$ cat src/rtl/sram_port_arbiter.sv
// sram_port_arbiter
//
// Shares one single-port SRAM between two requesters: the host (UART side)
// and the SoC core. Each access walks IDLE -> ISSUE -> (CAPTURE) -> DONE.
// The SRAM is selected only in ISSUE. Read data is taken from the SRAM in
// CAPTURE, which is the cycle after the select. The requester sees a
// one-cycle ack in DONE.
//
// Optional feature (macro SRAM_ARB_ROUND_ROBIN_EN):
//   defined     - when both sides request together, the side not granted
//                 last wins. A last-grant pointer is kept for this.
//   undefined   - when both sides request together, the host always wins.
//
// Ports
//   clk, rst                 clock, asynchronous active-high reset
//   host_req/we/addr/wdata/wmask -> host_ack, host_rdata   host command/response
//   soc_req/we/addr/wdata/wmask  -> soc_ack,  soc_rdata    SoC command/response
//   host_lock                blocks SoC grants while high
//   sram_csb_n, sram_we_n, sram_addr, sram_din, sram_wmask, sram_dout
//                            single-port SRAM, active-low select/write enable
//   busy                     high whenever the FSM is not idle

module sram_port_arbiter #(
    parameter int ADDR_W = 5,
    parameter int DATA_W = 32
) (
    input  logic                clk,
    input  logic                rst,

    input  logic                host_req,
    input  logic                host_we,
    input  logic [ADDR_W-1:0]   host_addr,
    input  logic [DATA_W-1:0]   host_wdata,
    input  logic [DATA_W/8-1:0] host_wmask,
    output logic                host_ack,
    output logic [DATA_W-1:0]   host_rdata,

    input  logic                soc_req,
    input  logic                soc_we,
    input  logic [ADDR_W-1:0]   soc_addr,
    input  logic [DATA_W-1:0]   soc_wdata,
    input  logic [DATA_W/8-1:0] soc_wmask,
    output logic                soc_ack,
    output logic [DATA_W-1:0]   soc_rdata,

    input  logic                host_lock,

    output logic                sram_csb_n,
    output logic                sram_we_n,
    output logic [ADDR_W-1:0]   sram_addr,
    output logic [DATA_W-1:0]   sram_din,
    output logic [DATA_W/8-1:0] sram_wmask,
    input  logic [DATA_W-1:0]   sram_dout,

    output logic                busy
);

    localparam int MASK_W = DATA_W / 8;

    localparam logic [1:0] ST_IDLE    = 2'd0;
    localparam logic [1:0] ST_ISSUE   = 2'd1;
    localparam logic [1:0] ST_CAPTURE = 2'd2;
    localparam logic [1:0] ST_DONE    = 2'd3;

    localparam logic GRANT_HOST = 1'b0;
    localparam logic GRANT_SOC  = 1'b1;

    logic [1:0]        state_q, state_d;
    logic              grant_q, grant_d;
    logic              we_q, we_d;
    logic [ADDR_W-1:0] addr_q, addr_d;
    logic [DATA_W-1:0] wdata_q, wdata_d;
    logic [MASK_W-1:0] wmask_q, wmask_d;
    logic [DATA_W-1:0] host_rdata_q, host_rdata_d;
    logic [DATA_W-1:0] soc_rdata_q, soc_rdata_d;

    logic soc_eligible;
    logic any_req;
    logic pick_soc;
    logic issue;

`ifdef SRAM_ARB_ROUND_ROBIN_EN
    logic last_q, last_d;
`endif

    // host_lock only gates the IDLE sample, so raising it never aborts an
    // access that is already running.
    assign soc_eligible = soc_req && !host_lock;
    assign any_req      = host_req || soc_eligible;

    // Winner selection. This result is used only when the FSM samples in IDLE.
    always_comb begin
`ifdef SRAM_ARB_ROUND_ROBIN_EN
        if (host_req && soc_eligible) begin
            pick_soc = (last_q == GRANT_HOST);
        end else begin
            pick_soc = soc_eligible;
        end
`else
        pick_soc = soc_eligible && !host_req;
`endif
    end

    // Next-state logic. The command is latched at grant time so that the
    // SRAM drive in ISSUE depends only on registered values.
    always_comb begin
        state_d      = state_q;
        grant_d      = grant_q;
        we_d         = we_q;
        addr_d       = addr_q;
        wdata_d      = wdata_q;
        wmask_d      = wmask_q;
        host_rdata_d = host_rdata_q;
        soc_rdata_d  = soc_rdata_q;
`ifdef SRAM_ARB_ROUND_ROBIN_EN
        last_d       = last_q;
`endif

        case (state_q)
            ST_IDLE: begin
                if (any_req) begin
                    grant_d = pick_soc ? GRANT_SOC : GRANT_HOST;
                    we_d    = pick_soc ? soc_we    : host_we;
                    addr_d  = pick_soc ? soc_addr  : host_addr;
                    wdata_d = pick_soc ? soc_wdata : host_wdata;
                    wmask_d = pick_soc ? soc_wmask : host_wmask;
                    state_d = ST_ISSUE;
`ifdef SRAM_ARB_ROUND_ROBIN_EN
                    last_d  = pick_soc ? GRANT_SOC : GRANT_HOST;
`endif
                end
            end
            ST_ISSUE: begin
                state_d = we_q ? ST_DONE : ST_CAPTURE;
            end
            ST_CAPTURE: begin
                // The SRAM output is valid one cycle after the select.
                if (grant_q == GRANT_SOC) begin
                    soc_rdata_d = sram_dout;
                end else begin
                    host_rdata_d = sram_dout;
                end
                state_d = ST_DONE;
            end
            ST_DONE: begin
                state_d = ST_IDLE;
            end
            default: begin
                state_d = ST_IDLE;
            end
        endcase
    end

    // State registers. The last-grant pointer resets to SOC so that the
    // first contested grant goes to the host.
    always_ff @(posedge clk or posedge rst) begin
        if (rst) begin
            state_q      <= ST_IDLE;
            grant_q      <= GRANT_HOST;
            we_q         <= 1'b0;
            addr_q       <= '0;
            wdata_q      <= '0;
            wmask_q      <= '0;
            host_rdata_q <= '0;
            soc_rdata_q  <= '0;
        end else begin
            state_q      <= state_d;
            grant_q      <= grant_d;
            we_q         <= we_d;
            addr_q       <= addr_d;
            wdata_q      <= wdata_d;
            wmask_q      <= wmask_d;
            host_rdata_q <= host_rdata_d;
            soc_rdata_q  <= soc_rdata_d;
        end
    end

`ifdef SRAM_ARB_ROUND_ROBIN_EN
    always_ff @(posedge clk or posedge rst) begin
        if (rst) begin
            last_q <= GRANT_SOC;
        end else begin
            last_q <= last_d;
        end
    end
`endif

    // SRAM drive: idle values (deselected, all zero) in every state except
    // ISSUE, so a reset mid-access deselects the SRAM at once.
    assign issue      = (state_q == ST_ISSUE);
    assign sram_csb_n = !issue;
    assign sram_we_n  = issue ? !we_q : 1'b1;
    assign sram_addr  = issue ? addr_q  : '0;
    assign sram_din   = issue ? wdata_q : '0;
    assign sram_wmask = issue ? wmask_q : '0;

    assign host_ack   = (state_q == ST_DONE) && (grant_q == GRANT_HOST);
    assign soc_ack    = (state_q == ST_DONE) && (grant_q == GRANT_SOC);
    assign host_rdata = host_rdata_q;
    assign soc_rdata  = soc_rdata_q;
    assign busy       = (state_q != ST_IDLE);

endmodule

$ cat config.mk
export PLATFORM = sky130hd
export DESIGN_NAME = sram_port_arbiter
export DESIGN_NICKNAME = d
export VERILOG_FILES = /design/src/rtl/sram_port_arbiter.sv
export SDC_FILE = /design/constraint.sdc
export NUM_CORES = 1
export LEC_CHECK = 0
export ABC_AREA = 1
export CELL_PAD_IN_SITES_DETAIL_PLACEMENT = 1
export CELL_PAD_IN_SITES_GLOBAL_PLACEMENT = 1
export CORE_MARGIN = 2
export CORE_UTILIZATION = 27
export CTS_BUF_LIST = sky130_fd_sc_hd__clkbuf_8
export DETAILED_ROUTE_END_ITERATION = 10
export PLACE_DENSITY = 0.89
export SYNTH_ARGS = -nofsm -noshare
export SYNTH_HDL_FRONTEND = slang
export SYNTH_SLANG_ARGS = --single-unit
$ cat constraint.sdc
create_clock -name clk -period 3.63 [get_ports clk]
set_input_delay 0.9075 -clock clk [delete_from_list [all_inputs] [get_ports clk]]
set_output_delay 0.9075 -clock clk [all_outputs]
set_load 0.01 [all_outputs]
Word-level counts from Yosys, hierarchy flattened
Index checks and enable logic that the tools add are counted.
Storage, ports and cells
  input bits: 121
  flip-flop bits (word level): 109
  bits in latches: 0
  memory bits (writable): 0
  memories: 0
  ROM bits: 0
Operators by class
  shifts and indexed selects: 0
  reductions and logical operators: 14
  equality and inequality tests: 4
  multipliers: 0
  bitwise gates (word level): 1
  $lt $le $gt $ge: 0
  add/subtract/negate cells: 0
  multiplexer cells: 12
  divide/modulo/power cells: 0
Operator list (count)
  2-to-1 mux 32 bit: 2
  2-to-1 mux 5 bit: 2
  2-to-1 mux 4 bit: 2
  case mux 2 bit (4 select lines): 1
  AND reduction 2 bit: 3
  == test 2 bit (second input constant): 2
  logical AND 1 bit: 4
  logical NOT 1 bit: 4
  2-to-1 mux 1 bit: 4
  == test 2 x 1 -> 1 bit (second input constant): 1
  logical NOT 2 bit: 1
  2-to-1 mux 2 bit: 1
  != test 2 bit (second input constant): 1
  nonzero test 2 bit: 1
  logical OR 1 bit: 1
  inverter 1 bit: 1

Logic depth before layout (Yosys ltp)
  depth after elaboration: 5
  depth in mapped cells: 8
  mapped depth without buffers: 7

Worst setup path after synthesis
Ideal clock, no wire load.
  path type: reg-to-output
  start point: reg state_q[1]
  end point: out sram_addr[0]
  stages on the path, launching flop included: 7
  required time: 2723 ps
  arrival: 1173 ps
  setup slack: 1550 ps
  path through: dfrtp_1 > inv_1 > ha_1 > buf_2 > clkbuf_1 > nand2_1 > inv_1
Between the ends
  word-level cells in the longest chain between the ends: 2
RTL lines
  start, declared: line 68  | logic [1:0] state_q, state_d;
  start signal, assigned: line 167  | state_q <= state_d;
  == test 2 x 1 -> 1 bit: line 190  | assign issue = (state_q == ST_ISSUE);
  2-to-1 mux 5 bit: line 193  | assign sram_addr = issue ? addr_q : '0;
  end, declared: line 50  | output logic [ADDR_W-1:0] sram_addr,
Every way passes these cells.

Worst setup path after layout
  start point: reg state_q[1]
  end point: out sram_addr[2]
The elaborated chain is that of the path after synthesis.

==> flow_metrics.tcl <==
set metrics [dict create \
    synth_seq_cells 109 \
    drc 0 \
    max_freq_mhz 299 \
    clk_path_buf_depth 2 \
    worstMarginPinSlew_ns 1.09 \
    pre_cts_ws_ns 0.664 \
    dr_wl_met2_um 8800 \
    netlist-cell-type-count 17 \
    port_buffers 230 \
    finalCriticalPeriod_ns 3.34 \
    finalHoldViolCount 0 \
    layout_common_cells "nand2_1, clkdlybuf4s50_1, dfrtp_1" \
    slew_headroom_pct 27.0 \
    grt_usage_pct 18.0 \
    syn_area_mm2 0.00518 \
    die_w_um 143 \
    setup_violations 0 \
    cts.sinks 109 \
    status "completed" \
    wl_per_cell_um 16.1 \
    die_h_um 143 \
    drt-met1-wl_um 7630 \
    fin_util_pct 41.7 \
    vdd_drop_max_mv 0.280 \
    drt_first_pass_iters 4 \
    worst_hold_slack_ns 0.491 \
    cts_tree "done" \
    fin_skew_ns 0.0107 \
    first_iter_violations 135 \
    finalNonFillerCells 1123 \
    drive_above_1_share_pct 3.94 \
    cts-root-buf "clkbuf_8" \
    dp.cells 1108 \
    antennaDiodeCount 0 \
    wl_met3_um 1440 \
    cp-start-kind "flop" \
    dp_hpwl_um 13300 \
    gp_congestion 0.777 \
    numCtsBuffers 9 \
    max_stage_delay_ns 0.55 \
    worst_path_max_delay_cell "clkdlybuf4s50_1" \
    ys_seq_area_share_pct 52.6 \
    via_count 5178 \
    rrSetupSlack_ns 1.52 \
    synth_cells 678 \
    drv_cap 0 \
    syn-num-nets 803 \
    power.leakage_nw 4.05 \
    ioPinCount 231 \
    grt_pass1_wl_um 28700 \
    crit_top_cell "inv_1" \
    dpl-instance-area_mm2 0.00764 \
    hold_path.class "flop to flop" \
    insertion_delay_ns 0.38 \
    cts_setup_buffers 0 \
    cp-startpoint "state_q[1]" \
    required_ns 2.72 \
    finalSetupTns_ns 0 \
    fin_nets 1010 \
    ctsHtreeMaxLevel 3 \
    cp-end-kind "primary output" \
    cts_hold_buf 0 \
    area_growth_pct 50.9 \
    p_per_area_mw_per_mm2 722 \
    core_area_mm2 0.0188 \
    hp-start "addr_q[1]" \
    grt_max_degree 65 \
    worstPathMaxFanout 33 \
    cts_resized 0 \
    power.total_mw 5.65 \
    path_clk_slew_ns 0.11 \
    final_common_cell "nand2_1" \
    critical_path.cell_chain "inv_1 -> ha_2 -> buf_4 -> nand2_1 -> inv_1 -> clkdlybuf4s50_1" \
    rows 50 \
    drv_slew 0 \
    via_per_inst 4.61 \
    cp_num_buf_inv 4 \
    syn_area_per_cell_um2 7.64 \
    finalInstanceArea_mm2 0.00782 \
    antenna_found_initial 0 \
    routed_wl_um 18100 \
    r2r_start "state_q[0]" \
    grt_pass1_vias 5541 \
    yosysWarnings 0 \
    ant_nets 0 \
    initial_core_util_pct 27.6 \
    setup_ws_ns 0.288 \
    top_layer "met4" \
    crit_arrival_ns 2.43 \
    dieArea_mm2 0.0203 \
    gr-total-overflow 0 \
    rsz0062_at_grt "no" \
    crit_family "buffers and inverters" \
    path_class "flop to primary output" \
    post-route-period-util_pct 92.1 \
]
==> cell usage after synthesis <==
| master | count | area (um^2) |
|---|---|---|
| nand2_1 | 321 | 1200 |
| dfrtp_1 | 109 | 2730 |
| buf_4 | 1 | 7.51 |
| nor2_1 | 1 | 3.75 |
| o21ai_0 | 66 | 330 |
| buf_2 | 25 | 125 |
| ha_1 | 4 | 50.1 |
| clkbuf_1 | 12 | 45.0 |
| nand3_1 | 3 | 15.0 |
| nand4_1 | 42 | 263 |
| inv_4 | 1 | 6.26 |
| nand3_2 | 1 | 10.0 |
| nand2_2 | 4 | 25.0 |
| inv_1 | 81 | 304 |
| inv_2 | 2 | 7.51 |
| buf_6 | 4 | 45.0 |
| nand2_4 | 1 | 11.3 |
==> tightest hold or removal path, stage by stage (launching register included) <==
cell and delay, ns:
dfrtp_1 0.36, nand2_1 0.05, nand2_1 0.05
==> worst paths after layout <==
check,depth (start not counted),to
setup / recovery,6,sram_addr[2]
min in group asynchronous,2,wdata_q[27]
hold reg to reg,2,addr_q[1]
hold / removal,2,addr_q[1]
max in group asynchronous,3,soc_rdata[14]
setup reg to reg,4,host_rdata[28]
==> registers in the layout (all words and copies together) (netlist names) <==
name,count
addr_q,5
grant_q,1
host_rdata,32
soc_rdata,32
state_q,2
wdata_q,32
we_q,1
wmask_q,4
==> power breakdown <==
part           total, mW  switching, mW  internal (mW)
clock              0.717          0.456          0.261
combinational       2.78           1.44           1.34
sequential          2.15          0.339           1.81
total               5.65           2.23           3.41
==> layer usage <==
layer  track usage [%]  vias to the layer above
met1              21.5                     2477
met5                 0                        -
met4              5.11                        0
li1                  -                     2493
met3              5.11                       13
met2              31.7                      195
==> logic make-up (layout without fill, tap and decap cells) <==
kind of cell | Yosys count | after routing | synth area share, %
AND/OR/NAND/NOR | 373 | 373 | 29.6
buffers and inverters | 126 | 337 | 10.4
flip-flops | 109 | 109 | 52.6
AO/OA/AOI/OAI | 66 | 66 | 6.38
adder cells (fa/ha/maj) | 4 | 4 | 0.966
==> layout make-up <==
type                       count  area [um^2]
fill                        2266        10900
sequential                   109         2730
timing repair buffer         238         2380
multi-input combinational    443         1920
inverter                      84          322
tap                          234          293
clock buffer                   9          124
clock inverter                 6         56.3
Power figures use the tool's default switching activity.
==> edit, RTL diff (config.mk and constraints unchanged) <==
`addr_q` no longer has a reset.
--- a/src/rtl/sram_port_arbiter.sv
+++ b/src/rtl/sram_port_arbiter.sv
@@ -159,5 +159,4 @@
             grant_q      <= GRANT_HOST;
             we_q         <= 1'b0;
-            addr_q       <= '0;
             wdata_q      <= '0;
             wmask_q      <= '0;
@@ -168,5 +167,4 @@
             grant_q      <= grant_d;
             we_q         <= we_d;
-            addr_q       <= addr_d;
             wdata_q      <= wdata_d;
             wmask_q      <= wmask_d;
@@ -174,4 +172,8 @@
             soc_rdata_q  <= soc_rdata_d;
         end
+    end
+
+    always_ff @(posedge clk) begin
+        addr_q <= addr_d;
     end
 
Check against the original RTL: no difference found for any inputs over 10 cycles, from zero or initial values and one cycle with rst high; that may be too few to reach the edited logic, so the function may still have changed.
==> edit against the unedited design <==
- routed wire length fell by 7.6%
- die area fell by 0.68%
- critical endpoint is now sram_din[10]
- total power fell by 1.0%
- fmax rose by 4.6%
- sequential cell count did not move
- final area fell by 0.22%
- worst setup slack improved by 0.15 ns
- area after synthesis fell by 0.70%
==> edit: results (changes against the unedited design) <==
status:
  status: "finished clean"  # unchanged
finish:
  nNonClkBuffers: 240  # was 238
  clock_area_frac: 0.0241  # was 0.0230
  fillers: 2255  # was 2266
  nFlopsAndLatches: 109  # unchanged
  multi_input_area_share: 0.234  # was 0.245
  post-route-util: 0.417  # about the same
setup_path:
  critical_path_peak_fanout: 18  # was 33
  cp.arrival_ns: 2.29  # was 2.43 ns
sta:
  fmax_mhz: 313  # was 299 MHz
  whs_ns: 0.490  # was 0.491 ns
  skew_ns: 0.0144  # was 0.0107 ns
pwr:
  comb-power_mw: 2.72  # was 2.78 mW
  power.leakage_nw: 4.01  # was 4.05 nW
detailed_routing:
  vias: 5042  # was 5178
  routed_wl_mm: 16.7  # was 18.1 mm
global_routing:
  grt_max_degree: 105  # was 65
  grtUsageTotal: 0.168  # was 0.180
  grt_pass1_wl_mm: 27.2  # was 28.7 mm
  grt_pass1_vias: 5350  # was 5541
placed_design:
  place_area_mm2: 0.00761  # was 0.00764 mm2
  place_congestion: 0.795  # was 0.777
  dpl.hpwl_mm: 12.3  # was 13.3 mm
logic_synthesis:
  synth_common_cells: "nand2_1, dfrtp_1, inv_1, o21ai_0, nand4_1"  # unchanged
  yosysSeqAreaShare: 0.535  # was 0.526
  synthAdderAreaFrac: 0.00973  # was 0.00966
  syn_nets: 789  # was 803
==> edit: changes by cell type in the layout (fill, tap and decap cells not counted), sizes merged, moves of 4 or more <==
| cell | delta |
|---|---|
| dfrtp | -5 |
| edfxtp | +5 |
| o21ai | +6 |
| nand2 | -20 |
| nand4 | -5 |
| inv | +4 |
==> edit: logic make-up after synthesis <==
family / after synthesis
DFF: 109
buffers and inverters: 131
and+or+nand+nor: 348
adders and majority gates: 4
AOI/OAI and AO/OA: 72
==> edit: final timing paths <==
path,start,end,depth (start not counted)
worst min register to register,wdata_q[19],wdata_q[19],2
worst max-delay path,state_q[1],sram_din[10],6
max in group asynchronous,rst,soc_rdata[20],3
worst max register to register,state_q[0],host_rdata[13],4
worst min-delay path,wdata_q[19],wdata_q[19],2
min in group asynchronous,rst,host_rdata[8],3
==> edit: per-stage QoR <==
step	power [mW]	instances
2_1_floorplan	3.39	664
3_3_place_gp	4.79	1096
3_5_place_dp	4.92	1096
4_1_cts	5.69	1111
5_1_grt	6.06	1111
6_report	5.59	1111
